## src/rtl/constraint_rejection_sampler_pkg.sv

```systemverilog
// rtl/constraint_rejection_sampler_pkg.sv - shared types, constants and seed/LFSR helpers for the rejection sampler
package sampler_pkg;

    typedef enum logic [1:0] {IDLE, GEN, HOLD, DONE} state_e;

    localparam int          LANE_W       = 32;
    localparam logic [31:0] LFSR_POLY    = 32'h80200003;
    localparam logic [31:0] SEED_MIX     = 32'h9E3779B9;
    localparam logic [31:0] DEFAULT_SEED = 32'h1;

    // An all-zero Galois state would lock up, so it is remapped to 1.
    function automatic logic [LANE_W-1:0] lane_seed(input logic [31:0] base, input int unsigned k);
        logic [LANE_W-1:0] s;
        s = base ^ (LANE_W'(k) * SEED_MIX);
        return (s == '0) ? LANE_W'(1) : s;
    endfunction

endpackage

```

## src/rtl/constraint_rejection_sampler_lfsr_lane.sv

```systemverilog
// rtl/constraint_rejection_sampler_lfsr_lane.sv - one 32-bit right-shifting Galois LFSR lane with load and step
module lfsr_lane
    import sampler_pkg::*;
#(
    parameter logic [LANE_W-1:0] RESET_SEED = DEFAULT_SEED
) (
    input  logic              clk,
    input  logic              rst_n,
    input  logic              load_i,
    input  logic [LANE_W-1:0] seed_i,
    input  logic              step_i,
    output logic [LANE_W-1:0] state_o
);

    logic [LANE_W-1:0] state_q, state_d;

    always_comb begin
        state_d = state_q;
        if (load_i) begin
            state_d = seed_i;
        end else if (step_i) begin
            state_d = (state_q >> 1) ^ ({LANE_W{state_q[0]}} & LFSR_POLY);
        end
    end

    always_ff @(posedge clk or negedge rst_n) begin
        if (!rst_n) begin
            state_q <= RESET_SEED;
        end else begin
            state_q <= state_d;
        end
    end

    assign state_o = state_q;

endmodule

```

## src/rtl/constraint_rejection_sampler.sv

```systemverilog
// rtl/constraint_rejection_sampler.sv - LFSR candidate generator with accept/reject FSM and sample stream
// Optional SAMPLER_STATS_EN adds total_rej_o, a saturating count of rejected candidates since reset.
module constraint_rejection_sampler
    import sampler_pkg::*;
#(
    parameter int VEC_W     = 185,
    parameter int MAX_TRIES = 1024,
    parameter int CNT_W     = 16
) (
    input  logic             clk,
    input  logic             rst_n,
    input  logic [31:0]      seed_i,
    input  logic             seed_load_i,
    input  logic             start_i,
    input  logic [CNT_W-1:0] num_samples_i,
    output logic [VEC_W-1:0] cand_o,
    input  logic             sat_i,
    output logic [VEC_W-1:0] sample_o,
    output logic             sample_valid_o,
    input  logic             sample_ready_i,
    output logic             busy_o,
    output logic             done_o,
    output logic             timeout_o
`ifdef SAMPLER_STATS_EN
    ,
    output logic [31:0]      total_rej_o
`endif
);

    localparam int NL    = (VEC_W + LANE_W - 1) / LANE_W;
    localparam int TRY_W = $clog2(MAX_TRIES);

    state_e             state_q, state_d;
    logic [CNT_W-1:0]   remaining_q, remaining_d;
    logic [TRY_W-1:0]   tries_q, tries_d;
    logic [VEC_W-1:0]   sample_q, sample_d;
    logic               valid_q, valid_d;
    logic               timeout_q, timeout_d;
    logic               lane_load, lane_step;
    logic [NL*LANE_W-1:0] lanes;

    for (genvar k = 0; k < NL; k++) begin : g_lane
        localparam logic [LANE_W-1:0] RST_SEED = lane_seed(DEFAULT_SEED, k);
        logic [LANE_W-1:0] seed_k;
        assign seed_k = lane_seed(seed_i, k);
        lfsr_lane #(.RESET_SEED(RST_SEED)) u_lane (
            .clk     (clk),
            .rst_n   (rst_n),
            .load_i  (lane_load),
            .seed_i  (seed_k),
            .step_i  (lane_step),
            .state_o (lanes[k*LANE_W +: LANE_W])
        );
    end

    if (NL * LANE_W > VEC_W) begin : g_trunc
        logic lanes_unused;
        assign lanes_unused = ^lanes[NL*LANE_W-1:VEC_W];
    end

    assign cand_o = lanes[VEC_W-1:0];

    always_comb begin
        state_d     = state_q;
        remaining_d = remaining_q;
        tries_d     = tries_q;
        sample_d    = sample_q;
        valid_d     = valid_q;
        timeout_d   = timeout_q;
        lane_load   = 1'b0;
        lane_step   = 1'b0;
        case (state_q)
            IDLE: begin
                // Seed lands in the same edge as start, so GEN sees the new lanes.
                lane_load = seed_load_i;
                if (start_i) begin
                    remaining_d = num_samples_i;
                    timeout_d   = 1'b0;
                    tries_d     = '0;
                    state_d     = (num_samples_i == '0) ? DONE : GEN;
                end
            end
            GEN: begin
                if (sat_i) begin
                    sample_d = cand_o;
                    valid_d  = 1'b1;
                    tries_d  = '0;
                    state_d  = HOLD;
                end else begin
                    lane_step = 1'b1;
                    tries_d   = tries_q + TRY_W'(1);
                    if (tries_q == TRY_W'(MAX_TRIES - 2)) begin
                        timeout_d = 1'b1;
                        state_d   = DONE;
                    end
                end
            end
            HOLD: begin
                if (sample_ready_i) begin
                    valid_d     = 1'b0;
                    remaining_d = remaining_q - CNT_W'(1);
                    if (remaining_q == CNT_W'(1)) begin
                        state_d = DONE;
                    end else begin
                        lane_step = 1'b1;
                        state_d   = GEN;
                    end
                end
            end
            DONE:    state_d = IDLE;
            default: state_d = IDLE;
        endcase
    end

`ifdef SAMPLER_STATS_EN
    logic [31:0] total_rej_q, total_rej_d;

    always_comb begin
        total_rej_d = total_rej_q;
        if (state_q == GEN && !sat_i && total_rej_q != 32'hFFFF_FFFF) begin
            total_rej_d = total_rej_q + 32'd1;
        end
    end

    always_ff @(posedge clk or negedge rst_n) begin
        if (!rst_n) begin
            total_rej_q <= '0;
        end else begin
            total_rej_q <= total_rej_d;
        end
    end

    assign total_rej_o = total_rej_q;
`endif

    always_ff @(posedge clk or negedge rst_n) begin
        if (!rst_n) begin
            state_q     <= IDLE;
            remaining_q <= '0;
            tries_q     <= '0;
            sample_q    <= '0;
            valid_q     <= 1'b0;
            timeout_q   <= 1'b0;
        end else begin
            state_q     <= state_d;
            remaining_q <= remaining_d;
            tries_q     <= tries_d;
            sample_q    <= sample_d;
            valid_q     <= valid_d;
            timeout_q   <= timeout_d;
        end
    end

    assign sample_o       = sample_q;
    assign sample_valid_o = valid_q;
    assign timeout_o      = timeout_q;
    assign busy_o         = (state_q != IDLE);
    assign done_o         = (state_q == DONE);

endmodule

```

## config.mk

```make
export PLATFORM = sky130hd
export DESIGN_NAME = constraint_rejection_sampler
export DESIGN_NICKNAME = d
export VERILOG_FILES = /design/src/rtl/constraint_rejection_sampler_pkg.sv /design/src/rtl/constraint_rejection_sampler_lfsr_lane.sv /design/src/rtl/constraint_rejection_sampler.sv
export SDC_FILE = /design/constraint.sdc
export NUM_CORES = 1
export LEC_CHECK = 0
export CORE_MARGIN = 1
export CORE_UTILIZATION = 50
export CTS_BUF_LIST = sky130_fd_sc_hd__clkbuf_8
export CTS_CLUSTER_DIAMETER = 60
export DETAILED_ROUTE_END_ITERATION = 10
export GPL_TIMING_DRIVEN = 0
export PLACE_DENSITY = 0.81
export SYNTH_ARGS = -nofsm -noshare
export SYNTH_HDL_FRONTEND = slang
export SYNTH_SLANG_ARGS = --single-unit
```

## constraint.sdc

```tcl
create_clock -name clk -period 5.7 [get_ports clk]
set_input_delay 1.71 -clock clk [delete_from_list [all_inputs] [get_ports clk]]
set_output_delay 1.71 -clock clk [all_outputs]
set_load 0.005 [all_outputs]
```

==> impl_metrics.env <==
export IMPL_outcome="completed"
export IMPL_area_delta_synth_final_pct=35.8
export IMPL_yosys_area_top_type="dfrtp_1"
export IMPL_cts_hold_buf=0
export IMPL_cts_buffer_depth=3
export IMPL_die_x_microns=189
export IMPL_synthTopCellsByCount="a21oi_1 (354), dfrtp_1 (317), nand2_1 (193), mux2_2 (183), dfstp_2 (90)"
export IMPL_slowest_stage="clkbuf_1"
export IMPL_cts_sinks=407
export IMPL_grt_pass1_wl_mm=94.8
export IMPL_min_period_ns=4.67
export IMPL_post_cts_buffers=0
export IMPL_core_rowCount=68
export IMPL_grt_max_degree=119
export IMPL_synth_ff_type="dfrtp_1"
export IMPL_rsz0062_at_grt="false"
export IMPL_post_route_period_util=0.819
export IMPL_drt_drc_violations_left=0
export IMPL_synth_area_sq_mm=0.0176
export IMPL_layout_nets=2159
export IMPL_firstDrtPassIters=5
export IMPL_r2r_cells=6
export IMPL_grtUsageMet2=0.564
export IMPL_power_leakage_uw=0.0102
export IMPL_drive_above_1_share=0.204
export IMPL_multiInputGateArea_sq_mm=0.00652
export IMPL_htree_levels=3
export IMPL_crit_path_start_kind="flop"
export IMPL_regArea_sq_mm=0.0103
export IMPL_drt_iter0_drc=1523
export IMPL_worstHoldStart="g_lane[5].u_lane.state_o[25]"
export IMPL_required_ns=3.99
export IMPL_critPathCaptureType="output port"
export IMPL_dp_hpwl_mm=46.3
export IMPL_maxSlewHeadroom=0.201
export IMPL_ys_warn_count=0
export IMPL_portBuffers=426
export IMPL_yosysTopAreaCellShare=0.452
export IMPL_max_stage_delay_ns=0.51
export IMPL_syn_mean_instance_area_sq_um=11.0
export IMPL_grt_use_total=0.353
export IMPL_dieArea_sq_mm=0.0359
export IMPL_vdd_drop_max_v=0.000380
export IMPL_power_density_mw_per_mm2=686
export IMPL_antenna_found_initial=1
export IMPL_cts_root_buf="clkbuf_8"
export IMPL_wl_per_cell_microns=24.3
export IMPL_ys_types=48
export IMPL_finalClockSkew_ns=0.0397
export IMPL_critPathMaxFanout=10
export IMPL_viasPerCell=5.95
export IMPL_cts_tree="done"
export IMPL_max_clock_freq_mhz=214
export IMPL_synth_most_common_cell="a21oi_1"
export IMPL_vias=15500
export IMPL_wirelength_mm=63.4
export IMPL_worst_path_dominant_cell_family="buffers and inverters"
export IMPL_tightest_slew_ns=1.20
export IMPL_worstHoldPathCells=2
export IMPL_r2r_start="state_q[1]"
export IMPL_drv_slew=0
export IMPL_chipHeight_microns=189
export IMPL_grt_busiest_layer="met2"
export IMPL_whs_endpoint="g_lane[5].u_lane.state_o[25]"
export IMPL_cts_resized_gates=0
export IMPL_insertion_delay_ns=0.62
export IMPL_arrival_ns=2.96
export IMPL_grt_pass1_vias=15400
export IMPL_fillers=2575
export IMPL_synth_edf_count=0
export IMPL_async_flop_share=1.00
export IMPL_syn_inst=1597
export IMPL_synthesis_nets=1660
export IMPL_hold_viol_final=0
export IMPL_synth_seq_cells=407
export IMPL_grt_use_met3=0.0992
export IMPL_hold_class="flop to flop"
export IMPL_gr_total_overflow=0
export IMPL_ioPinCount=428
export IMPL_final_antenna_net_count=0
export IMPL_power_uw=16400
export IMPL_critPathBufInv=5
export IMPL_worstReg2RegEnd="sample_o[71]"
export IMPL_rrSetupSlack_ns=2.05
export IMPL_finish_utilization=0.690
export IMPL_use_met1=0.448
export IMPL_cts_clk_slew_worst_paths_ns=0.06
export IMPL_crit_chain="inv_1 > ha_1 > clkbuf_1 > clkbuf_1 > inv_1 > clkdlybuf4s50_1"
export IMPL_cts_inserted_buffers=68
export IMPL_core_area_sq_mm=0.0345
export IMPL_setup_viol=0
export IMPL_gp_congestion=0.966
export IMPL_worstSetupPathType="flop to output port"
export IMPL_maxCapViolCount=0
export IMPL_seq_area_frac_synth=0.587
export IMPL_yosys_top_cells_area="dfrtp_1 (45%), dfstp_2 (13%), mux2_2 (12%), a21oi_1 (10%), nand2_1 (4.1%)"
export IMPL_initial_core_util=0.508
-- power by group --
group / leakage (uW) / switching (uW) / internal [uW]
Combinational: 0.00477 / 3310 / 4220
Clock: 0.000800 / 1220 / 1370
Sequential: 0.00464 / 1570 / 4670
-- placed cells by master, fill, tap and decap left out, drive strengths merged, types with 13 or more instances in the layout --
cell	synthesis	final
nand3	17	17
clkbuf	48	131
clkdlybuf4s50	0	425
dfrtp	317	317
dfstp	90	90
and3	36	36
xor2	13	13
a21oi	354	354
inv	14	45
nand2	193	193
nor2	52	52
mux2	183	183
nor3	18	18
o22ai	14	14
o21ai	53	53
buf	85	89
-- area by class of cell --
class | count | share of cell area
sequential | 407 | 0.432
tap | 455 | 0.0239
clock buffer | 83 | 0.0479
timing repair buffer | 429 | 0.183
antenna | 1 | 0.000105
inverter | 14 | 0.00220
multi-input combinational | 1043 | 0.273
buffer | 133 | 0.0290
clock inverter | 41 | 0.00887
-- cell families after synthesis --
group,count (synthesis),synth area share
xor+xnor,16,0.00798
mux,190,0.121
flops,407,0.587
compound gates,456,0.138
fa+ha+maj,9,0.00641
simple gates,372,0.0971
buf+inv,147,0.0423
-- metal layers --
layer  vias up  wire, microns
li1       6643              -
met1      7722          24300
met2       926          29600
met3       205           6540
met4         0           2990
met5         -              0
-- flip-flops by register name, summed over array words and instances, names as in the netlist --
name / flops
g_lane.u_lane.state_o: 192
remaining_q: 16
sample_o: 185
sample_valid_o: 1
state_q: 2
timeout_o: 1
tries_q: 10
-- worst min-delay path, delay by kind of cell, from the launching register on --
kind / cells / cell delay [ns]
DFF: 1 / 0.37
and+or+nand+nor: 1 / 0.05
AOI/OAI and AO/OA: 1 / 0.05
-- metrics by stage --
step	setup WS [ns]	hold WS [ns]	cells	area [sq um]	TNS, ns
2_1_floorplan	2.71	0.448	1597	17600	0
3_3_place_gp	-14.56	0.454	2478	22400	-5429.96
3_5_place_dp	0.621	0.462	2481	22500	0
4_1_cts	1.06	0.471	2605	23800	0
5_1_grt	0.926	0.495	2606	23800	0
6_report	1.03	0.474	2606	23800	0
-- worst max path at each step --
stage	startpoint	endpoint	cells past startpoint	slack, ns
after floorplan	sat_i	sample_o[122]	4	2.71
after global placement	rst_n	sample_o[137]	1	-14.56
after detailed placement	sat_i	sample_o[63]	5	0.62
after CTS	state_q[0]	busy_o	6	1.06
after global routing	state_q[0]	busy_o	6	0.93
final	state_q[0]	busy_o	6	1.03
(Power assumes the default switching activity.)
